### src/rtl/stream_arb2_pkg.sv
// stream_arb2_pkg: shared encodings for the two-input packet arbiter.
//   state_e : arbitration state (ST_IDLE = no packet open, ST_LOCK = packet open)
//   SRC0/1  : source index values carried on out_src and used as mux select
package stream_arb2_pkg;

  typedef enum logic {
    ST_IDLE = 1'b0,
    ST_LOCK = 1'b1
  } state_e;

  localparam logic SRC0 = 1'b0;
  localparam logic SRC1 = 1'b1;

endpackage

### src/rtl/stream_arb2_mux2_1.sv
// mux2_1: single-bit 2:1 mux cell.
//   a   : selected when sel = 0
//   b   : selected when sel = 1
//   sel : select
//   y   : output
module mux2_1 (
  input  logic a,
  input  logic b,
  input  logic sel,
  output logic y
);

  assign y = sel ? b : a;

endmodule

### src/rtl/stream_arb2.sv
// stream_arb2: two-input, packet-aware round-robin arbiter with one registered
// output stage. A packet (delimited by last) is never interleaved with the
// other input.
//   clk, rst_n                      : clock, async active-low reset
//   in0_valid/data/last, in0_ready  : upstream stream 0
//   in1_valid/data/last, in1_ready  : upstream stream 1
//   out_valid/data/last/src         : registered output beat and its source
//   out_ready                       : downstream accepts output beat
module stream_arb2
  import stream_arb2_pkg::*;
#(
  parameter int unsigned DATA_W = 8
) (
  input  logic              clk,
  input  logic              rst_n,
  input  logic              in0_valid,
  input  logic [DATA_W-1:0] in0_data,
  input  logic              in0_last,
  output logic              in0_ready,
  input  logic              in1_valid,
  input  logic [DATA_W-1:0] in1_data,
  input  logic              in1_last,
  output logic              in1_ready,
  output logic              out_valid,
  output logic [DATA_W-1:0] out_data,
  output logic              out_last,
  output logic              out_src,
  input  logic              out_ready
);

  state_e state_q;
  logic   owner_q;
  logic   prio_q;

  logic   slot_free;
  logic   xfer0, xfer1, xfer;
  logic   sel;
  logic [DATA_W:0] mux_a, mux_b, mux_y;

  // Output register can take a new beat in the same cycle it drains.
  assign slot_free = !out_valid || out_ready;

  // Ready never looks at the input's own valid; in IDLE it only looks at the
  // competing input's valid to decide whether prio has to break a tie.
  always_comb begin
    in0_ready = 1'b0;
    in1_ready = 1'b0;
    if (rst_n && slot_free) begin
      if (state_q == ST_LOCK) begin
        in0_ready = (owner_q == SRC0);
        in1_ready = (owner_q == SRC1);
      end else begin
        in0_ready = !in1_valid || (prio_q == SRC0);
        in1_ready = !in0_valid || (prio_q == SRC1);
      end
    end
  end

  assign xfer0 = in0_valid && in0_ready;
  assign xfer1 = in1_valid && in1_ready;
  assign xfer  = xfer0 || xfer1;

  // In IDLE at most one input can transfer, so xfer1 names the winner.
  assign sel = (state_q == ST_LOCK) ? owner_q : xfer1;

  assign mux_a = {in0_last, in0_data};
  assign mux_b = {in1_last, in1_data};

  for (genvar i = 0; i <= DATA_W; i++) begin : g_mux
    mux2_1 u_mux (
      .a  (mux_a[i]),
      .b  (mux_b[i]),
      .sel(sel),
      .y  (mux_y[i])
    );
  end

  always_ff @(posedge clk or negedge rst_n) begin
    if (!rst_n) begin
      state_q   <= ST_IDLE;
      owner_q   <= SRC0;
      prio_q    <= SRC0;
      out_valid <= 1'b0;
      out_data  <= '0;
      out_last  <= 1'b0;
      out_src   <= SRC0;
    end else begin
      if (xfer) begin
        out_valid <= 1'b1;
        out_data  <= mux_y[DATA_W-1:0];
        out_last  <= mux_y[DATA_W];
        out_src   <= sel;
        if (mux_y[DATA_W]) begin
          // End of packet: release the lock and hand priority to the other side.
          state_q <= ST_IDLE;
          prio_q  <= ~sel;
        end else if (state_q == ST_IDLE) begin
          state_q <= ST_LOCK;
          owner_q <= sel;
        end
      end else if (slot_free) begin
        out_valid <= 1'b0;
      end
    end
  end

endmodule
### config.mk
export PLATFORM = sky130hd
export DESIGN_NAME = stream_arb2
export DESIGN_NICKNAME = d
export VERILOG_FILES = /design/src/rtl/stream_arb2_pkg.sv /design/src/rtl/stream_arb2_mux2_1.sv /design/src/rtl/stream_arb2.sv
export SDC_FILE = /design/constraint.sdc
export NUM_CORES = 1
export LEC_CHECK = 0
export CAP_MARGIN = 20
export CORE_UTILIZATION = 37
export CTS_BUF_LIST = sky130_fd_sc_hd__clkbuf_8
export CTS_CLUSTER_SIZE = 25
export DETAILED_ROUTE_END_ITERATION = 16
export PLACE_DENSITY = 0.73
export SYNTH_ARGS = -nofsm -noshare
export SYNTH_HDL_FRONTEND = slang
export SYNTH_SLANG_ARGS = --single-unit
### constraint.sdc
create_clock -name clk -period 1.7 [get_ports clk]
set_clock_uncertainty 0.15 [all_clocks]
set_input_delay 0.51 -clock clk [delete_from_list [all_inputs] [get_ports clk]]
set_output_delay 0.51 -clock clk [all_outputs]
set_load 0.1 [all_outputs]
Word-level counts from Yosys, hierarchy flattened
Cells that the tools add are included.
Widths: inputs -> output; s select.
Storage, ports and cells
  input bits: 23
  logic and storage cells: 42
  output and inout port bits: 13
  flip-flop bits (word level): 14
Operators by class
  mux-type cells: 17
  bitwise logic cells: 5
  reductions and logical operators: 13
Operators with widths (number)
  $mux 1: 17
  $not 1->1: 5
  $logic_or 1x1->1: 4
  $logic_and 1x1->1: 3
  $logic_not 1->1: 3
  $reduce_and 3->1: 1
  $reduce_and 2->1: 1
  $reduce_bool 2->1: 1

Longest topological paths before layout
Gate-level depths: netlist of the first run.
  word-level depth: 9
  gate-level depth with buffers: 6
  gate-level depth less buffers: 4

Hierarchy
A second synthesis of the first run with hierarchy kept.
Second synthesis, totals
  cell total of the unflattened synthesis: 64
  area, all modules: 844.6 um^2
By module, submodules not included
  stream_arb2: area each 709.4 um^2, seq. area each 350.3 um^2, cells an instance 55, instances 1
  mux2_1: area each 15.0 um^2, seq. area each 0.0 um^2, cells an instance 1, instances 9

Worst setup path before layout of the first run
No wires, ideal clock.
  path type: flip-flop to output port
  start point: reg out_valid
  end point: out in1_ready
  required time: 1.040 ns
  data arrival time: 2.380 ns
  cell stages (with the launch flop): 4
  buffers on the path: 0
  path slack: -1.340 ns
  cell sequence: dfrtp_1 > nand2b_1 > nand2_1 > nor2_1
Between the ends
  longest elaborated chain between the ends: 4
Ends and longest elaborated chain
  start: declaration: line stream_arb2.sv:24  | output logic out_valid,
  start signal: assignment: line stream_arb2.sv:83  | out_valid <= 1'b0;
  start signal: assignment: line stream_arb2.sv:89  | out_valid <= 1'b1;
  start signal: assignment: line stream_arb2.sv:102  | out_valid <= 1'b0;
  $logic_not 1->1: line stream_arb2.sv:41  | assign slot_free = !out_valid || out_ready;
  $logic_or 1x1->1: line stream_arb2.sv:41
  $logic_and 1x1->1: line stream_arb2.sv:48  | if (rst_n && slot_free) begin
  $mux 1: line stream_arb2.sv:48
  end: declaration: line stream_arb2.sv:23  | output logic in1_ready,
Every way passes these cells.

Worst setup path in the final report of the first run
  start point: reg state_q
  end point: out in0_ready
Between the ends
  longest elaborated chain between the ends: 2
Ends and longest elaborated chain
  start: declaration: line stream_arb2.sv:31  | state_e state_q;
  start signal: assignment: line stream_arb2.sv:80  | state_q <= ST_IDLE;
  start signal: assignment: line stream_arb2.sv:95  | state_q <= ST_IDLE;
  start signal: assignment: line stream_arb2.sv:98  | state_q <= ST_LOCK;
  $mux 1: line stream_arb2.sv:49  | if (state_q == ST_LOCK) begin
  $mux 1: line stream_arb2.sv:48
  end: declaration: line stream_arb2.sv:19  | output logic in0_ready,
Every way passes these cells.

==> run_results.csv, run 1 <==
group,metric,value,unit
status,outcome,"complete, but fails checks",
status,violations,"negative setup slack",
sta,fin_worst_hold_slack,0.168,ns
sta,period_needed,1.93,ns
synthesis,synth.yosys.seq_area_share,46.9,%
sta,setup_violations,14,
clock_tree,clk_latency,0.25,ns
synthesis,ys_types,24,
pwr,p_total,0.00352,W
placed_design,gp_congestion,0.818,
finish,seqCellArea,355,um^2
run,cap_violations,0,
drt,firstDrtPassIters,4,
sta,fmax,0.519,GHz
worst_setup_path,cp-start-kind,"flip-flop",
drt,drcViolationCount,0,
drt,wl_per_cell,16.5,um
clock_tree,clkTransAtPathRegs,0.06,ns
finish,n_antenna_cell,0,
worst_setup_path,endpoint_kind,"primary output",
sta,fin_crit_sh,113,%
sta,setup_tns,-1.90,ns
sta,relSlewSlack,77.0,%
sta,drv_slew,0,
die,core,1800,um^2
synthesis,netlist_area,747,um^2
pwr,p_per_area,2250,nW/um^2
synthesis,synth-seq-cells,14,
global_routing,grt_pass1_wl,4010,um
global_routing,grt_start_max_net_pins,11,
finish,final_util,87.1,%
worst_setup_path,timing.rr.start,"out_valid",
sta,rsz0062_at_grt,"true",
placed_design,dp_hpwl,1690,um
clock_tree,clockRootBuffer,"clkbuf_8",
min_path,hp-class,"input pin to asynchronous set/reset pin",
synthesis,synthXorXnorAreaFrac,0,%
clock_tree,clockBufferDepth,2,
global_routing,grt_pass1_vias,907,
synthesis,yosysWarnings,0,
clock_tree,htreeDepth,1,
synthesis,syn_avg_cell_area,10.1,um^2
sta,hold_violations,0,
sta,finalWorstSetupSlack,-0.225,ns
finish,area_delta_synth_final,110,%
worst_setup_path,reg2reg_slack,-0.18,ns
drt,avgViaCountPerCell,5.13,
placed_design,pre_cts_ws,-0.631,ns
pwr,peakVddDrop,1.63,mV
synthesis,netlist_instances,74,
global_routing,track_usage,27.4,%
global_routing,grt_overflow,0,
finish,num-nets-final,158,
clock_tree,cts_sinks,14,
finish,fillers,92,
synthesis,synth_top_family_by_area,"compound AO/OA/AOI/OAI gates",
clock_tree,cts_tree,"yes",
synthesis,synth_compound_area_share,20.8,%
worst_setup_path,crit_fanout,5,
die,num_rows,15,
worst_setup_path,r2r-end,"out_data[1]",
clock_tree,cts_hold_buf,0,
sta,worst_pin_slew,0.341,ns
die,start_util,41.5,%
finish,multi_input_area,433,um^2
finish,final_cell_mix,"buf_4 (19), clkdlybuf4s50_1 (18), buf_12 (13), dfrtp_1 (12), nand2_1 (9)",
drt,drt_iter0_drc,7,
worst_setup_path,required,1.04,ns
die,die_area,2200,um^2
synthesis,synthSimpleGateAreaFrac,15.7,%
pwr,p_leak,0.733,nW
drt,num_vias,816,
finish,final_common_cell,"buf_4",
finish,drive_above_1_share,46.3,%
worst_setup_path,critPathArrivalTime,1.27,ns
die,die_w,46.9,um
synthesis,synth_nets,97,
synthesis,synthAdderAreaFrac,0,%
drt,routed_wl,2620,um
synthesis,synthMuxAreaShare,10.7,%
die,die_h,46.9,um
worst_setup_path,ff2ff_path_depth,5,
placed_design,port_buffers,35,
die,io_pins,36,
clock_tree,cts_made_buffers,3,
worst_setup_path,critPathKind,"flip-flop to primary output",
drt,ant_nets,0,
global_routing,antenna_found_initial,0,
## cell type report
cell class | instances | area share, %
Multi-Input combinational cell | 53 | 27.6
Timing Repair Buffer | 60 | 43.5
Clock buffer | 4 | 3.51
Sequential cell | 14 | 22.6
Inverter | 3 | 0.718
Tap cell | 25 | 1.99
## synthesized netlist by cell type
master	count	area share (%)
nor2_1	2	1.0
o41a_1	2	3.0
nand2_1	11	5.5
or3b_1	1	1.2
o21ai_1	9	6.0
inv_1	3	1.5
o41ai_1	1	1.2
a21o_1	1	1.0
nand3b_1	1	1.0
o21bai_2	1	1.5
and4_1	1	1.2
o21a_1	1	1.0
buf_6	2	3.0
a21boi_1	1	1.0
a22oi_1	1	1.0
a21oi_1	2	1.3
nand2b_1	3	2.5
o2111ai_1	1	1.2
nor2b_1	4	3.3
a32o_1	1	1.3
buf_2	2	1.3
mux2i_1	8	11
dfrtp_1	14	47
a22o_1	1	1.2
## cells by family (layout without fill, tap and decap cells)
group           Yosys count  count (layout)
simple gates             23              23
compound gates           22              22
flops                    14              14
buf+inv                   7              67
mux                       8               8
## worst max-delay path, stage by stage (launching register included)
cell and delay, ns:
dfrtp_1 0.39, buf_6 0.14, nand3b_1 0.16, and4_4 0.17, buf_12 0.16
## per-layer routing
layer | vias up | GRT usage [%] | part of all wire (%)
li1 | 382 | - | -
met1 | 389 | 26.0 | 35
met2 | 41 | 54.4 | 56
met3 | 4 | 7.69 | 7.4
met4 | 0 | 10.3 | 1.5
met5 | - | 0 | 0
## state kept, by name, summed over array words and instances (netlist names)
signal / flops
out_data: 8
out_last: 1
out_src: 1
out_valid: 1
owner_q: 1
prio_q: 1
state_q: 1
## through the flow
stage	cells	instance area (um^2)
3_5_place_dp	151	1420
6_report	159	1570
4_1_cts	159	1550
3_3_place_gp	151	1420
5_1_grt	159	1570
2_1_floorplan	74	782
## worst max path at each step
stage	depth (start not counted)	slack [ns]	to	start
global placement	6	-0.58	out_data[5]	rst_n
finish	4	-0.23	in0_ready	state_q
CTS	4	-0.21	in0_ready	state_q
detailed placement	6	-0.63	out_data[0]	in1_valid
global route	4	-0.25	in0_ready	state_q
floorplan	3	-0.28	in1_ready	in0_valid
## power by group
group,internal (W),switching [W]
registers,0.000490,0.000186
logic,0.00103,0.00149
clock network,0.000205,0.000120
## timing repair
item	CTS	global route
cloned	0	0
resized for setup	29	6
setup buffers	4	0
pin swaps	4	3
setup endpoints to repair	17	15
Note: power is estimated with default switching activity, not from simulation.
==> inputs of run 2 (changes only) <==
--- a/config.mk
+++ b/config.mk
@@ -11,6 +11,7 @@
 export CTS_CLUSTER_SIZE = 25
 export DETAILED_ROUTE_END_ITERATION = 16
 export PLACE_DENSITY = 0.73
+export SKIP_LAST_GASP = 1
 export SYNTH_ARGS = -nofsm -noshare
 export SYNTH_HDL_FRONTEND = slang
 export SYNTH_SLANG_ARGS = --single-unit
==> run 2 against run 1 <==
  * The flow still finishes with violations (negative setup slack)
  * First-iteration DRC count is 71% higher
  * Critical path type unchanged
  * Largest power group unchanged
  * Count of clock-buffer cells in the layout stayed put
  * Total power is 0.37% higher
  * Maximum frequency is 0.42% lower
  * Critical endpoint is now in1_ready
  * Largest cell class unchanged
==> run_results.csv, run 2 (same netlist as run 1, synthesis figures left out) <==
group,metric,value,unit
status,outcome,"complete, but fails checks",
status,violations,"negative setup slack",
sta,period_needed,1.93,ns
drt,avgViaCountPerCell,5.25,
clock_tree,cts_made_buffers,3,
worst_setup_path,crit_fanout,5,
global_routing,track_usage,26.8,%
worst_setup_path,critPathLaunch,"state_q",
global_routing,antenna_found_initial,0,
die,die_h,46.9,um
sta,finalWorstSetupSlack,-0.234,ns
finish,largest_reg_flops,8,
worst_setup_path,critPathArrivalTime,1.27,ns
die,core,1800,um^2
finish,drive_above_1_share,45.9,%
finish,num-nets-final,159,
global_routing,met2_usage,52.8,%
placed_design,placed_area,1420,um^2
placed_design,dp_hpwl,1690,um
sta,rsz0062_at_grt,"true",
worst_setup_path,endpoint_kind,"primary output",
clock_tree,cts_tree,"yes",
worst_setup_path,required,1.04,ns
global_routing,use_met1,27.2,%
sta,hold_violations,0,
pwr,peakVddDrop,1.67,mV
sta,drv_slew,0,
drt,drcViolationCount,0,
global_routing,grt_overflow,0,
clock_tree,clockBufferDepth,2,
placed_design,gp_congestion,0.818,
die,die_area,2200,um^2
sta,fin_crit_sh,114,%
die,die_w,46.9,um
drt,drt_iter0_drc,12,
clock_tree,cts_sinks,14,
drt,routed_wl,2690,um
drt,ant_nets,0,
worst_setup_path,ff2ff_path_depth,5,
finish,regMostFlops,"out_data",
global_routing,grt_pass1_vias,887,
pwr,p_per_area,2250,nW/um^2
drt,firstDrtPassIters,4,
die,num_rows,15,
worst_setup_path,crit_slowest_cell,"dfrtp_1",
worst_setup_path,critPathKind,"flip-flop to primary output",
global_routing,top_usage_layer,"met2",
placed_design,post-place-cells,151,
finish,area_delta_synth_final,111,%
sta,fin_worst_hold_slack,0.163,ns
finish,fillers,93,
die,start_util,41.5,%
worst_setup_path,cpPeakStageDelay,0.39,ns
global_routing,grt_start_max_net_pins,11,
global_routing,grt_pass1_wl,3930,um
placed_design,pre_cts_ws,-0.631,ns
worst_setup_path,cp-start-kind,"flip-flop",
min_path,hp-class,"input pin to asynchronous set/reset pin",
finish,stdcell_area,1570,um^2
clock_tree,cts_hold_buf,0,
worst_setup_path,timing.rr.start,"out_valid",
sta,relSlewSlack,77.0,%
sta,worst_pin_slew,0.341,ns
run,cap_violations,0,
clock_tree,clkTransAtPathRegs,0.06,ns
placed_design,port_buffers,35,
sta,fmax,0.517,GHz
clock_tree,htreeDepth,1,
clock_tree,clk_latency,0.25,ns
global_routing,use_met3,6.15,%
finish,n_antenna_cell,0,
clock_tree,clockRootBuffer,"clkbuf_8",
pwr,p_leak,0.731,nW
worst_setup_path,cp_cell_sequence,"buf_6, o21a_1, nor2_4, buf_12",
die,io_pins,36,
sta,setup_violations,13,
drt,wl_per_cell,16.8,um
finish,final_cells,160,
finish,final_cell_mix,"clkdlybuf4s50_1 (18), buf_4 (18), dfrtp_1 (13), buf_12 (13), nand2_1 (9)",
drt,num_vias,840,
==> run 2: repair_timing <==
action                     4_1_cts  5_1_grt
setup endpoints to repair       17       16
buffers inserted                 4        1
pin swaps                        4        2
resized for setup               26        5
==> run 2: stage by stage <==
| step | power (W) | utilization, % | setup TNS (ns) |
|---|---|---|---|
| final | 0.00354 | 87.4 | -2.11 |
| after CTS | 0.00345 | 85.9 | -2.01 |
| after global placement | 0.00296 | 78.8 | -8.49 |
| after detailed placement | 0.00300 | 78.8 | -8.77 |
| after floorplan | 0.00208 | - | -1.92 |
| after global routing | 0.00365 | 87.4 | -2.77 |
==> run 2: path summary, 6_finish.rpt <==
path / to / slack, ns
min in group clk: out_data[3] / 0.40
max in group asynchronous: out_last / 1.07
min: out_data[4] / 0.16
max: in1_ready / -0.23
min reg2reg: out_data[3] / 0.40
max reg2reg: out_data[1] / -0.23
==> run 2: power by group <==
| group | switching, W | internal, W | total [W] |
|---|---|---|---|
| combinational | 0.00150 | 0.00104 | 0.00254 |
| sequential | 0.000186 | 0.000489 | 0.000675 |
| clock | 0.000122 | 0.000205 | 0.000327 |
| total | 0.00181 | 0.00173 | 0.00354 |
==> run 2: critical path, delay by kind of cell (launching register included) <==
kind / cells / cell delay, ns
AO/OA/AOI/OAI: 1 / 0.21
AND/OR/NAND/NOR: 1 / 0.11
flip-flops: 1 / 0.39
buffers and inverters: 2 / 0.31
==> run 2: routing by layer <==
metal / routed length [um] / up-vias / part of all wire, %
met3: 205 / 8 / 7.6
li1: - / 384 / -
met4: 102 / 0 / 3.8
met2: 1470 / 49 / 54
met5: 0 / - / 0
met1: 917 / 399 / 34
==> run 2: final cells by class <==
type,count,area [um^2],area share [%]
tap,25,31.3,1.99
clock buffer,4,55.1,3.50
timing repair buffer,61,698,44.4
inverter,3,11.3,0.715
multi-input combinational,53,424,26.9
sequential,14,354,22.5
==> inputs of run 3 (changes only) <==
--- a/config.mk
+++ b/config.mk
@@ -10,6 +10,7 @@
 export CTS_BUF_LIST = sky130_fd_sc_hd__clkbuf_8
 export CTS_CLUSTER_SIZE = 25
 export DETAILED_ROUTE_END_ITERATION = 16
+export GPL_TIMING_DRIVEN = 0
 export PLACE_DENSITY = 0.73
 export SKIP_LAST_GASP = 1
 export SYNTH_ARGS = -nofsm -noshare
==> run 3 against run 2 <==
  * The run still ends with negative setup slack left
  * Via count shrank 15%
  * Die area is the same
  * Sequential share of layout area grew 4.8 points
  * Non-clock buffer count shrank 15
  * Sequential cell count is the same
  * Maximum frequency shrank 0.30%
  * Critical path depth is the same
  * Register-to-register slack gained 0.13 ns
  * Routed wire length shrank 28%
  * Worst hold slack gained 0.16 ns
==> run_results.csv, run 3 (same netlist as run 1, synthesis figures left out) <==
group,metric,value,unit
status,outcome,"complete, but fails checks",
status,violations,"negative setup slack",
run,cap_violations,0,
die,die_h,46.9,um
drt,wl_per_cell,13.4,um
drt,avgViaCountPerCell,4.94,
sta,fin_crit_sh,114,%
sta,drv_slew,0,
finish,area_delta_synth_final,73.5,%
clock_tree,clockRootBuffer,"clkbuf_8",
worst_setup_path,cp_cell_sequence,"clkdlybuf4s15_1, nand3b_1, and4_4, buf_12",
global_routing,grt_pass1_wl,3170,um
global_routing,grt_overflow,0,
placed_design,port_buffers,35,
drt,drcViolationCount,0,
drt,firstDrtPassIters,3,
sta,worst_pin_slew,0.623,ns
clock_tree,cts_made_buffers,3,
finish,fillers,154,
global_routing,antenna_found_initial,0,
finish,regMostFlops,"out_data",
drt,wl_met2,944,um
drt,drt_iter0_drc,3,
drt,ant_nets,0,
worst_setup_path,endpoint_kind,"primary output",
clock_tree,clk_latency,0.25,ns
finish,drive_above_1_share,34.2,%
sta,fmax,0.516,GHz
worst_setup_path,critPathArrivalTime,1.28,ns
worst_setup_path,cpPeakStageDelay,0.24,ns
placed_design,gp_congestion,0.763,
min_path,hp-class,"input pin to flip-flop",
finish,final_util,71.9,%
drt,routed_wl,1940,um
placed_design,post-place-cells,134,
sta,relSlewSlack,58.3,%
worst_setup_path,required,1.04,ns
drt,wl_met1,822,um
die,start_util,41.5,%
finish,final_common_cell,"clkdlybuf4s50_1",
sta,setup_violations,13,
worst_setup_path,crit_fanout,4,
die,io_pins,36,
drt,num_vias,716,
global_routing,grt_pass1_vias,713,
worst_setup_path,crit_slowest_cell,"clkdlybuf4s15_1",
global_routing,grt_start_max_net_pins,15,
clock_tree,htreeDepth,1,
finish,final_cells,145,
die,num_rows,15,
clock_tree,clockBufferDepth,2,
worst_setup_path,critPathKind,"input pin to primary output",
sta,hold_violations,0,
clock_tree,cts_sinks,14,
clock_tree,cts_tree,"yes",
sta,rsz0062_at_grt,"true",
sta,period_needed,1.94,ns
worst_setup_path,cp-start-kind,"input pin",
placed_design,dp_hpwl,1350,um
sta,finalWorstSetupSlack,-0.239,ns
drt,dr_wl_met3,131,um
sta,fin_worst_hold_slack,0.322,ns
die,core,1800,um^2
finish,num-nets-final,144,
die,die_area,2200,um^2
placed_design,pre_cts_ws,-1.99,ns
global_routing,track_usage,21.8,%
finish,final_cell_mix,"clkdlybuf4s50_1 (18), dfrtp_1 (13), clkbuf_4 (11), nand2_1 (9), o21ai_1 (9)",
finish,largest_reg_flops,8,
die,die_w,46.9,um
drt,top_layer,"met4",
clock_tree,clkTransAtPathRegs,0.06,ns
finish,n_antenna_cell,0,
## run 3: layout make-up
class                   instances  area, um^2  area share, %
flip-flops and latches         14         354           27.3
plain buffers                   4        37.5           2.90
repair buffers                 42         410           31.7
well taps                      25        31.3           2.41
multi-input cells              53         407           31.4
clock buffers                   3        41.3           3.19
clock inverters                 1        3.75          0.290
inverters                       3        11.3          0.869
## run 3: final timing paths
kind	slack [ns]	from	cells after the start	endpoint
min in group asynchronous	0.71	rst_n	2	out_src
hold / removal	0.32	in0_valid	2	out_src
hold reg to reg	0.33	out_data[2]	2	out_data[2]
setup / recovery	-0.24	in1_valid	4	in0_ready
max in group asynchronous	0.23	rst_n	2	out_valid
setup reg to reg	-0.10	out_valid	5	out_data[7]
## run 3: worst max-delay path: cells and delay by family
family	cells	cell delay, ns
buffers and inverters	2	0.41
AND/OR/NAND/NOR	2	0.36
## run 3: metrics by stage
step / area [um^2] / TNS [ns]
after global routing: 1300 / -2.09
after detailed placement: 1160 / -23.55
final: 1300 / -1.22
after CTS: 1240 / -1.25
after global placement: 1160 / -23.40
after floorplan: 782 / -1.92
## run 3: routing by layer
layer  track usage [%]  up-vias
met3              5.38        5
met5                 0        -
met2              36.4       31
li1                  -      354
met4              12.0        0
met1              25.5      326
## run 3: what timing repair did
action                                  4_1_cts  5_1_grt
cloned                                        1        0
gates resized for setup                      95       14
pin swaps                                     4        3
endpoints found under the setup margin       27       26
hold buffers                                  1        0
buffers inserted                              3        2
hold endpoints to repair                     14        0
Power of run 3 is left out: the tool's default activity adds up to more than one toggle a clock period on the data nets, which glitch-free logic cannot reach.
